`src/rtl/uart_rx_fifo.sv`:
```
// UART receiver (8N1) with a DEPTH-entry receive FIFO, RTS flow control and sticky error flags.
// Define UART_RX_PARITY_EN to add an even-parity bit (8E1) and the rx_parity_err output.
module uart_rx_fifo #(
  parameter int unsigned CLK_HZ   = 12_000_000,
  parameter int unsigned BIT_RATE = 93_750,
  parameter int unsigned DEPTH    = 4
) (
  input  logic       clk,
  input  logic       rst,
  input  logic       uart_rxd,
  output logic       uart_rts,
  input  logic       rx_read,
  output logic       rx_valid,
  output logic [7:0] rx_data,
  output logic       rx_overrun,
  output logic       rx_frame_err,
`ifdef UART_RX_PARITY_EN
  output logic       rx_parity_err,
`endif
  input  logic       clr_err
);

  localparam int unsigned CyclesPerBit = CLK_HZ / BIT_RATE;
  localparam int unsigned CntW         = $clog2(CyclesPerBit);
  localparam int unsigned PtrW         = $clog2(DEPTH);
  localparam int unsigned CountW       = PtrW + 1;

  localparam logic [CntW-1:0]   HalfLoad = CntW'(CyclesPerBit / 2 - 1);
  localparam logic [CntW-1:0]   FullLoad = CntW'(CyclesPerBit - 1);
  localparam logic [CountW-1:0] DepthC   = CountW'(DEPTH);
  localparam logic [CountW-1:0] RtsLevel = CountW'(DEPTH - 1);

`ifdef UART_RX_PARITY_EN
  typedef enum logic [2:0] {StIdle, StStart, StData, StParity, StStop} state_e;
`else
  typedef enum logic [2:0] {StIdle, StStart, StData, StStop} state_e;
`endif

  logic [1:0]        sync_q;
  logic              rxd_s;
  state_e            state_q, state_d;
  logic [CntW-1:0]   timer_q, timer_d;
  logic [2:0]        bit_idx_q, bit_idx_d;
  logic [7:0]        shift_q, shift_d;
  logic              expired;
  logic              push_req;
  logic              frame_set;
`ifdef UART_RX_PARITY_EN
  logic              par_bad_q, par_bad_d;
  logic              par_set;
  logic              parity_err_q;
`endif

  logic [7:0]        mem_q [DEPTH];
  logic [PtrW-1:0]   wr_ptr_q, wr_ptr_d;
  logic [PtrW-1:0]   rd_ptr_q, rd_ptr_d;
  logic [CountW-1:0] count_q, count_d;
  logic              pop, full, push_ok, overrun_set;
  logic [7:0]        head_d;
  logic              rx_valid_q, rts_q, overrun_q, frame_err_q;
  logic [7:0]        rx_data_q;

  assign rxd_s   = sync_q[1];
  assign expired = (timer_q == '0);

  always_comb begin
    state_d   = state_q;
    timer_d   = timer_q;
    bit_idx_d = bit_idx_q;
    shift_d   = shift_q;
    push_req  = 1'b0;
    frame_set = 1'b0;
`ifdef UART_RX_PARITY_EN
    par_bad_d = par_bad_q;
    par_set   = 1'b0;
`endif
    unique case (state_q)
      StIdle: begin
        if (!rxd_s) begin
          timer_d = HalfLoad;
          state_d = StStart;
        end
      end
      StStart: begin
        if (!expired) begin
          timer_d = timer_q - CntW'(1);
        end else if (!rxd_s) begin
          timer_d   = FullLoad;
          bit_idx_d = 3'd0;
          state_d   = StData;
        end else begin
          state_d = StIdle;
        end
      end
      StData: begin
        if (!expired) begin
          timer_d = timer_q - CntW'(1);
        end else begin
          shift_d   = {rxd_s, shift_q[7:1]};
          timer_d   = FullLoad;
          bit_idx_d = bit_idx_q + 3'd1;
          if (bit_idx_q == 3'd7) begin
`ifdef UART_RX_PARITY_EN
            state_d = StParity;
`else
            state_d = StStop;
`endif
          end
        end
      end
`ifdef UART_RX_PARITY_EN
      StParity: begin
        if (!expired) begin
          timer_d = timer_q - CntW'(1);
        end else begin
          // Even parity: data ones plus parity bit must be even.
          par_bad_d = (^shift_q) ^ rxd_s;
          timer_d   = FullLoad;
          state_d   = StStop;
        end
      end
`endif
      StStop: begin
        if (!expired) begin
          timer_d = timer_q - CntW'(1);
        end else begin
          // Back to idle on the sample itself so an adjacent start bit is not missed.
          state_d = StIdle;
`ifdef UART_RX_PARITY_EN
          par_set  = par_bad_q;
          push_req = rxd_s && !par_bad_q;
`else
          push_req = rxd_s;
`endif
          frame_set = !rxd_s;
        end
      end
      default: state_d = StIdle;
    endcase
  end

  always_comb begin
    pop         = rx_read && (count_q != '0);
    full        = (count_q == DepthC);
    push_ok     = push_req && (!full || pop);
    overrun_set = push_req && full && !pop;
    wr_ptr_d    = push_ok ? wr_ptr_q + PtrW'(1) : wr_ptr_q;
    rd_ptr_d    = pop ? rd_ptr_q + PtrW'(1) : rd_ptr_q;
    count_d     = count_q + CountW'(push_ok) - CountW'(pop);
    // The incoming byte becomes the head when it lands in the slot the read pointer moves to.
    head_d      = (push_ok && (wr_ptr_q == rd_ptr_d)) ? shift_q : mem_q[rd_ptr_d];
  end

  always_ff @(posedge clk) begin
    if (push_ok) begin
      mem_q[wr_ptr_q] <= shift_q;
    end
  end

  always_ff @(posedge clk or posedge rst) begin
    if (rst) begin
      sync_q       <= 2'b11;
      state_q      <= StIdle;
      timer_q      <= '0;
      bit_idx_q    <= '0;
      shift_q      <= '0;
      wr_ptr_q     <= '0;
      rd_ptr_q     <= '0;
      count_q      <= '0;
      rx_valid_q   <= 1'b0;
      rx_data_q    <= '0;
      rts_q        <= 1'b1;
      overrun_q    <= 1'b0;
      frame_err_q  <= 1'b0;
`ifdef UART_RX_PARITY_EN
      par_bad_q    <= 1'b0;
      parity_err_q <= 1'b0;
`endif
    end else begin
      sync_q      <= {sync_q[0], uart_rxd};
      state_q     <= state_d;
      timer_q     <= timer_d;
      bit_idx_q   <= bit_idx_d;
      shift_q     <= shift_d;
      wr_ptr_q    <= wr_ptr_d;
      rd_ptr_q    <= rd_ptr_d;
      count_q     <= count_d;
      rx_valid_q  <= (count_d != '0);
      if (count_d != '0) begin
        rx_data_q <= head_d;
      end
      rts_q       <= (count_q >= RtsLevel);
      // Set beats clear when both happen in the same cycle.
      overrun_q   <= overrun_set || (overrun_q && !clr_err);
      frame_err_q <= frame_set || (frame_err_q && !clr_err);
`ifdef UART_RX_PARITY_EN
      par_bad_q    <= par_bad_d;
      parity_err_q <= par_set || (parity_err_q && !clr_err);
`endif
    end
  end

  assign uart_rts     = rts_q;
  assign rx_valid     = rx_valid_q;
  assign rx_data      = rx_data_q;
  assign rx_overrun   = overrun_q;
  assign rx_frame_err = frame_err_q;
`ifdef UART_RX_PARITY_EN
  assign rx_parity_err = parity_err_q;
`endif

endmodule

```
`config.mk`:
```
export PLATFORM = sky130hd
export DESIGN_NAME = uart_rx_fifo
export DESIGN_NICKNAME = d
export VERILOG_FILES = /design/src/rtl/uart_rx_fifo.sv
export SDC_FILE = /design/constraint.sdc
export NUM_CORES = 1
export LEC_CHECK = 0
export ABC_AREA = 1
export BUFFER_PORTS_ARGS = -buffer_cell sky130_fd_sc_hd__buf_4
export CAP_MARGIN = 20
export CORE_ASPECT_RATIO = 0.8
export CORE_UTILIZATION = 33
export DETAILED_ROUTE_END_ITERATION = 10
export GPL_TIMING_DRIVEN = 0
export RECOVER_POWER = 100
export SYNTH_ARGS = -nofsm -noshare
export SYNTH_HDL_FRONTEND = slang
export SYNTH_SLANG_ARGS = --single-unit
```
`constraint.sdc`:
```
create_clock -name clk -period 4.8 [get_ports clk]
set_clock_uncertainty 0.2 [all_clocks]
set_input_delay 0.24 -clock clk [delete_from_list [all_inputs] [get_ports clk]]
set_output_delay 0.24 -clock clk [all_outputs]
set_load 0.01 [all_outputs]
```
# ---- Word level (Yosys, flattened, before mapping)
# Memory sizes are Yosys's and may differ from the RTL's. A register that Yosys moved wholly into a read port is not among the register bits.
# Cells that the tools add are included.
dict set report totals {
  memories 1
  ff_bits 34
  ramBits 32
  in_bits 5
}
dict set report classes {
  n_reduce_logical 23
  order_cmp 1
  n_addsub 6
  mux 24
  eq_ne 13
}
# name depth word_bits read_ports rd_ports_with_merged_regs wr line_no
set memory_table {}
lappend memory_table {mem_q 4 8 1 1 1 54} ;# logic [7:0] mem_q [DEPTH];
# op n
set op_table {}
lappend op_table {{$mux 7} 5}
lappend op_table {{$pmux 7 s4} 1}
lappend op_table {{$mux 3} 8}
lappend op_table {{$ne 2x2->1 const B} 7}
lappend op_table {{$pmux 3 s4} 1}
lappend op_table {{$reduce_and 4->1} 2}
lappend op_table {{$logic_not 7->1} 1}
lappend op_table {{$sub 7x1->7 const B} 1}
lappend op_table {{$eq 3x2->1 const B} 2}
lappend op_table {{$eq 3x3->1 const B} 2}
lappend op_table {{$logic_and 1x1->1} 6}
lappend op_table {{$mux 1} 6}
lappend op_table {{$pmux 3 s2} 1}
lappend op_table {{$reduce_bool 3->1} 2}
lappend op_table {{$reduce_and 5->1} 1}
lappend op_table {{$add 2x1->2 const B} 2}
lappend op_table {{$logic_not 1->1} 4}
lappend op_table {{$mux 2} 2}
lappend op_table {{$reduce_bool 4->1} 1}
lappend op_table {{$add 3x1->3} 1}
lappend op_table {{$add 3x1->3 const B} 1}
lappend op_table {{$eq 3x1->1 const B} 1}
lappend op_table {{$ge 3x2->1 const B} 1}
lappend op_table {{$logic_not 3->1} 1}
lappend op_table {{5 further kinds} 7}

# ---- Longest topological paths before layout
dict set report logic_depth {
  ltp_word 7
  ltp_mapped 17
  depth_no_buf 16
}

# ---- Worst setup path after synthesis
# OpenSTA, ideal clock, no wires.
dict set report synth_path {
  path_kind {register to register}
  start {reg timer_q[0]}
  end {reg rx_data_q[0] (netlist: rx_data[0]) (read register of mem_q)}
  path_buffers 1
  arrival_time_ns 2.968
  path_stages_with_launch 18
  slack_ns 1.514
  path_cell_list {dfrtp_1 inv_1 ha_1 nand2_1 nor2_8 nand3_4 nor2_8 buf_6 inv_2 ha_1 inv_1 ha_1 fa_1 xor2_1 nor3_2 inv_2 nand3_1 nand2_1}
}
dict set report synth_between {
  elab_chain_cells 7
}
# element line_no
set synth_rtl {}
lappend synth_rtl {{from (decl)} 42} ;# logic [CntW-1:0] timer_q, timer_d;
lappend synth_rtl {{from (signal assigned)} 182} ;# timer_q <= timer_d;
lappend synth_rtl {{$logic_not 7->1} 64} ;# assign expired = (timer_q == '0);
lappend synth_rtl {{$mux 1} 124} ;# if (!expired) begin
lappend synth_rtl {{$mux 1} 77} ;# unique case (state_q)
lappend synth_rtl {{$logic_and 1x1->1} 145} ;# push_ok = push_req && (!full || pop);
lappend synth_rtl {{$add 3x1->3} 149} ;# count_d = count_q + CountW'(push_ok) - CountW'(pop);
lappend synth_rtl {{$sub 3x1->3} 149}
lappend synth_rtl {{via count_d[2]} 57} ;# logic [CountW-1:0] count_q, count_d;
lappend synth_rtl {{$reduce_bool 3->1} 189} ;# if (count_d != '0) begin
lappend synth_rtl {{to (decl)} 61} ;# logic [7:0] rx_data_q;
# The timed path passes the listed nets, and every way through them passes these cells.
# A chain may end at the register's enable or synchronous reset.

# ---- Worst setup path after layout
dict set report layout_path {
  start {reg timer_q[0]}
  end {reg rx_data_q[7] (netlist: rx_data[7]) (read register of mem_q)}
}
# The elaborated chain is that of the path after synthesis.

==> reports/summary.log <==
INFO  power          power_frac_clock=30.6%
INFO  timing         rsz0062_at_grt=false
INFO  die            initial_standard_cell_utilization_of_the_core=34.6%
INFO  final_layout   area_growth=14.3%
INFO  critical_path  largest_incremental_delay_on_the_critical_path=0.53ns
INFO  synthesis      synth_largest_type_area_fraction=26.7%
INFO  final_layout   layout_common_cells=78 x sky130_fd_sc_hd__nand2_1, 56 x sky130_fd_sc_hd__nand3_1, 39 x sky130_fd_sc_hd__inv_1
INFO  critical_path  crit-reg2reg-launch=timer_q[0]
INFO  power          combPwrFrac=33.8%
INFO  synthesis      syn-num-nets=376
INFO  cts            cts_max_path_buffers=2
INFO  global_route   grt.total_usage=15.0%
INFO  synthesis      synth-warning-count=0
INFO  placement      post-dp-hpwl=5.31mm
INFO  synthesis      synth_xor_xnor_area_share=0.730%
INFO  placement      port_buffers=16
INFO  synthesis      largest_family_of_logic_cells_by_synthesized_area=simple AND/OR/NAND/NOR gates
INFO  cts            cts_repair_resize_count=0
INFO  critical_path  worst_ep_arrival_time=4.17ns
INFO  synthesis      post_synth_mux_area_share=0%
INFO  cts            clkLatencyLatePin=0.34ns
INFO  global_route   grt_max_degree=42
INFO  critical_path  path_cells=inv_1 -> ha_1 -> nand2_1 -> nor2_1 -> nand3_4 -> nor2_8 -> buf_6 -> inv_1 -> ha_1 -> inv_1 -> ha_1 -> fa_1 -> xor2_1 -> nor3_2 -> inv_2 -> nand3_1 -> nand2_1
INFO  synthesis      post_synth_fa_ha_maj_area_fraction=6.12%
INFO  timing         fin_crit_sh=86.4%
INFO  critical_path  crit_fanout=10
INFO  synthesis      avgSynthCellArea=10.2µm²
INFO  critical_path  worst-r2r-cell-count=17
INFO  drt            antenna_violating_nets_post_route=0
INFO  cts            cts.htree.levels=3
INFO  final_layout   mostFrequentLayoutCell=sky130_fd_sc_hd__nand2_1
INFO  final_layout   drive_above_1_share=13.4%
INFO  cts            path_clk_slew=0.06ns
INFO  critical_path  timing.critical_path.slowest_stage_cell=sky130_fd_sc_hd__nor3_2
INFO  status         outcome=complete, but fails checks
INFO  cts            cell_at_the_root_of_the_clock_tree=sky130_fd_sc_hd__clkbuf_16
INFO  synthesis      synth_area_leaders=sky130_fd_sc_hd__edfxtp_1 27%, sky130_fd_sc_hd__dfrtp_1 26%, sky130_fd_sc_hd__nand2_1 7.9%
INFO  critical_path  cp_top_family=simple AND/OR/NAND/NOR gates
INFO  power          power.leakage=1.72nW
INFO  synthesis      yosysUniqueCellTypes=39
INFO  timing         fmax_achieved=241MHz
INFO  timing         finalCriticalPeriod=4.15ns
INFO  cts            clock_sinks=73
INFO  synthesis      syn_area=3600µm²
INFO  power          p_sw_share=38.0%
INFO  global_route   number_of_global_route_vias_before_repair=2,599
INFO  drt            post-route-drc-count=0
INFO  critical_path  timing.critical_path.to_type=flip-flop
INFO  timing         fin_hold_ws=0.0755ns
INFO  critical_path  crit_path_end=rx_data[7]
INFO  synthesis      synth-seq-cells=73
INFO  critical_path  timing.critical_path.from_type=flip-flop
INFO  drt            dr_total_vias=2,560
INFO  critical_path  required=4.82ns
INFO  power          power-per-cell-area=515nW/µm²
INFO  timing         hold_viol_final=0
INFO  job            drv_cap=1
INFO  synthesis      synth_compound_gate_area_share=6.43%
INFO  global_route   number_of_antenna_violations_at_the_first_check_in_global_routing=0
INFO  die            die-height=95.4µm
INFO  critical_path  worst-path-stages=17
INFO  die            core-area=10,400µm²
INFO  final_layout   n_antenna_cell=0
INFO  timing         slew_headroom=-4.57%
INFO  synthesis      synthCells=354
INFO  power          vdd_ir_drop_max=0.158mV
INFO  placement      postPlaceCellArea=3890µm²
INFO  drt            wl_per_cell=14.5µm
INFO  synthesis      synth_seq_area_share=55.3%
INFO  power          internal_power=1.31mW
INFO  drt            totalWireLength=7.67mm
INFO  die            die-area=11,300µm²
INFO  critical_path  worst-setup-path-type=flip-flop to flip-flop
INFO  power          net-switching-power=804µW
INFO  drt            drt_pre_antenna_iters=4
INFO  cts            tritoncts.num_buffers=9
INFO  final_layout   finalInstanceArea=4110µm²
INFO  synthesis      synth_simple_gate_area_share=25.3%
INFO  status         failed_checks=max-capacitance violations, max-slew violations
INFO  drt            detail_route.vias_per_cell=4.84
INFO  power          design_power_total=2.12mW
INFO  critical_path  crit_buf_inv=5
INFO  critical_path  crit-reg2reg-capture=rx_data[7]
INFO  timing         finalSetupViolCount=0
INFO  global_route   grt_first_pass_wirelength=12.8mm
INFO  timing         report.final.slew_viol_count=42
INFO  die            floorplan.rows=33
INFO  worst_hold_path min-delay-path-class=input pin to flip-flop
INFO  timing         worst_slew_pin_slew=1.57ns
INFO  placement      place.gp.congestion=0.839
INFO  final_layout   final_nets=406
INFO  global_route   globalRouteOverflowTotal=0
INFO  die            die_w=119µm
INFO  die            io_pins=17
INFO  cts            tritoncts=built
INFO  drt            first_iter_violations=139
INFO  power          sequentialPowerShare=35.6%
INFO  critical_path  reg2reg_setup_slack=0.65ns
INFO  critical_path  setup.worst_path.start=timer_q[0]
INFO  synthesis      netlist.top_cell.by_area=sky130_fd_sc_hd__edfxtp_1
INFO  timing         setup-tns-final=0ns
worst min-delay path by stage:
stage,to,slack (ns),cells past startpoint,start
floorplan,sync_q[0],0.04,0,uart_rxd
global placement,sync_q[1],0.15,0,sync_q[0]
detailed placement,sync_q[0],0.15,1,uart_rxd
CTS,rx_overrun,0.07,4,rx_read
global route,rx_overrun,0.09,4,rx_read
finish,rx_overrun,0.08,4,rx_read
power groups by stage:
| stage | sequential, mW | combinational, mW | clock [mW] |
|---|---|---|---|
| 5_1_grt | 0.763 | 0.816 | 0.686 |
| 2_1_floorplan | 0.780 | 0.521 | 0 |
| 6_report | 0.755 | 0.717 | 0.648 |
| 4_1_cts | 0.757 | 0.767 | 0.657 |
| 3_3_place_gp | 0.767 | 0.749 | 0 |
| 3_5_place_dp | 0.768 | 0.759 | 0 |
cells by family after synthesis:
logic type                 Yosys count
AOI/OAI and AO/OA                   40
adders and majority gates           17
and+or+nand+nor                    172
xor gates and xnor gates             3
buffers and inverters               49
DFF                                 73
worst reg2reg max path, stage by stage, from the launching register on:
cell                      delay [ns]
sky130_fd_sc_hd__dfrtp_1        0.37
sky130_fd_sc_hd__inv_1          0.19
sky130_fd_sc_hd__ha_1           0.19
sky130_fd_sc_hd__nand2_1        0.05
sky130_fd_sc_hd__nor2_1         0.40
sky130_fd_sc_hd__nand3_4        0.18
sky130_fd_sc_hd__nor2_8         0.17
sky130_fd_sc_hd__buf_6          0.16
sky130_fd_sc_hd__inv_1          0.10
sky130_fd_sc_hd__ha_1           0.29
sky130_fd_sc_hd__inv_1          0.04
sky130_fd_sc_hd__ha_1           0.18
sky130_fd_sc_hd__fa_1           0.37
sky130_fd_sc_hd__xor2_1         0.19
sky130_fd_sc_hd__nor3_2         0.53
sky130_fd_sc_hd__inv_2          0.21
sky130_fd_sc_hd__nand3_1        0.17
sky130_fd_sc_hd__nand2_1        0.06
flip-flops by register name, indices dropped and copies added, names as in the netlist:
name and cells:
bit_idx_q 3, wr_ptr_q 2, rx_valid 1, rx_frame_err 1, rx_data 8, rd_ptr_q 2
state_q 2, sync_q 2, shift_q 8, count_q 3, uart_rts 1, mem_q 32
rx_overrun 1, timer_q 7
metrics by stage:
stage	cells	utilization [%]	setup WS (ns)
floorplan	354	-	1.51
global placement	510	37.4	0.988
detailed placement	510	37.4	0.947
CTS	529	40.5	0.932
global route	529	39.5	0.393
finish	529	39.5	0.653
per-layer routing:
metal,global-route usage (%),vias to the layer above,wire length [µm]
li1,-,1250,-
met1,18.4,1269,3610
met2,26.0,34,3800
met3,4.13,7,205
met4,4.11,0,56
met5,0,-,0
Yosys cell counts (all sizes together):
library cell	instances
buf	6
a31oi	1
o31ai	1
a211oi	1
nand4	2
o22ai	1
edfxtp	32
dfrtp	38
a21oi	14
o21ai	18
nand3	59
inv	43
ha	16
nor3b	1
fa	1
dfstp	3
a32o	2
nor2	20
nand3b	1
o211ai	1
nor3	2
xor2	3
o32ai	1
nand2	87
cell type report:
type                            count  area [µm²]
Buffer                              6        52.6
Clock buffer                        9         225
Clock inverter                      7        61.3
Fill cell                        1021        6290
Inverter                           43         161
Multi-Input combinational cell    232        1340
Sequential cell                    73        1990
Tap cell                          140         175
Timing Repair Buffer               19         105
timing repair:
action / CTS / global route
hold buffers: 3 / 0
endpoints found under the hold margin: 41 / 0
buffers inserted: 0 / 0
(Power assumes the default switching activity.)
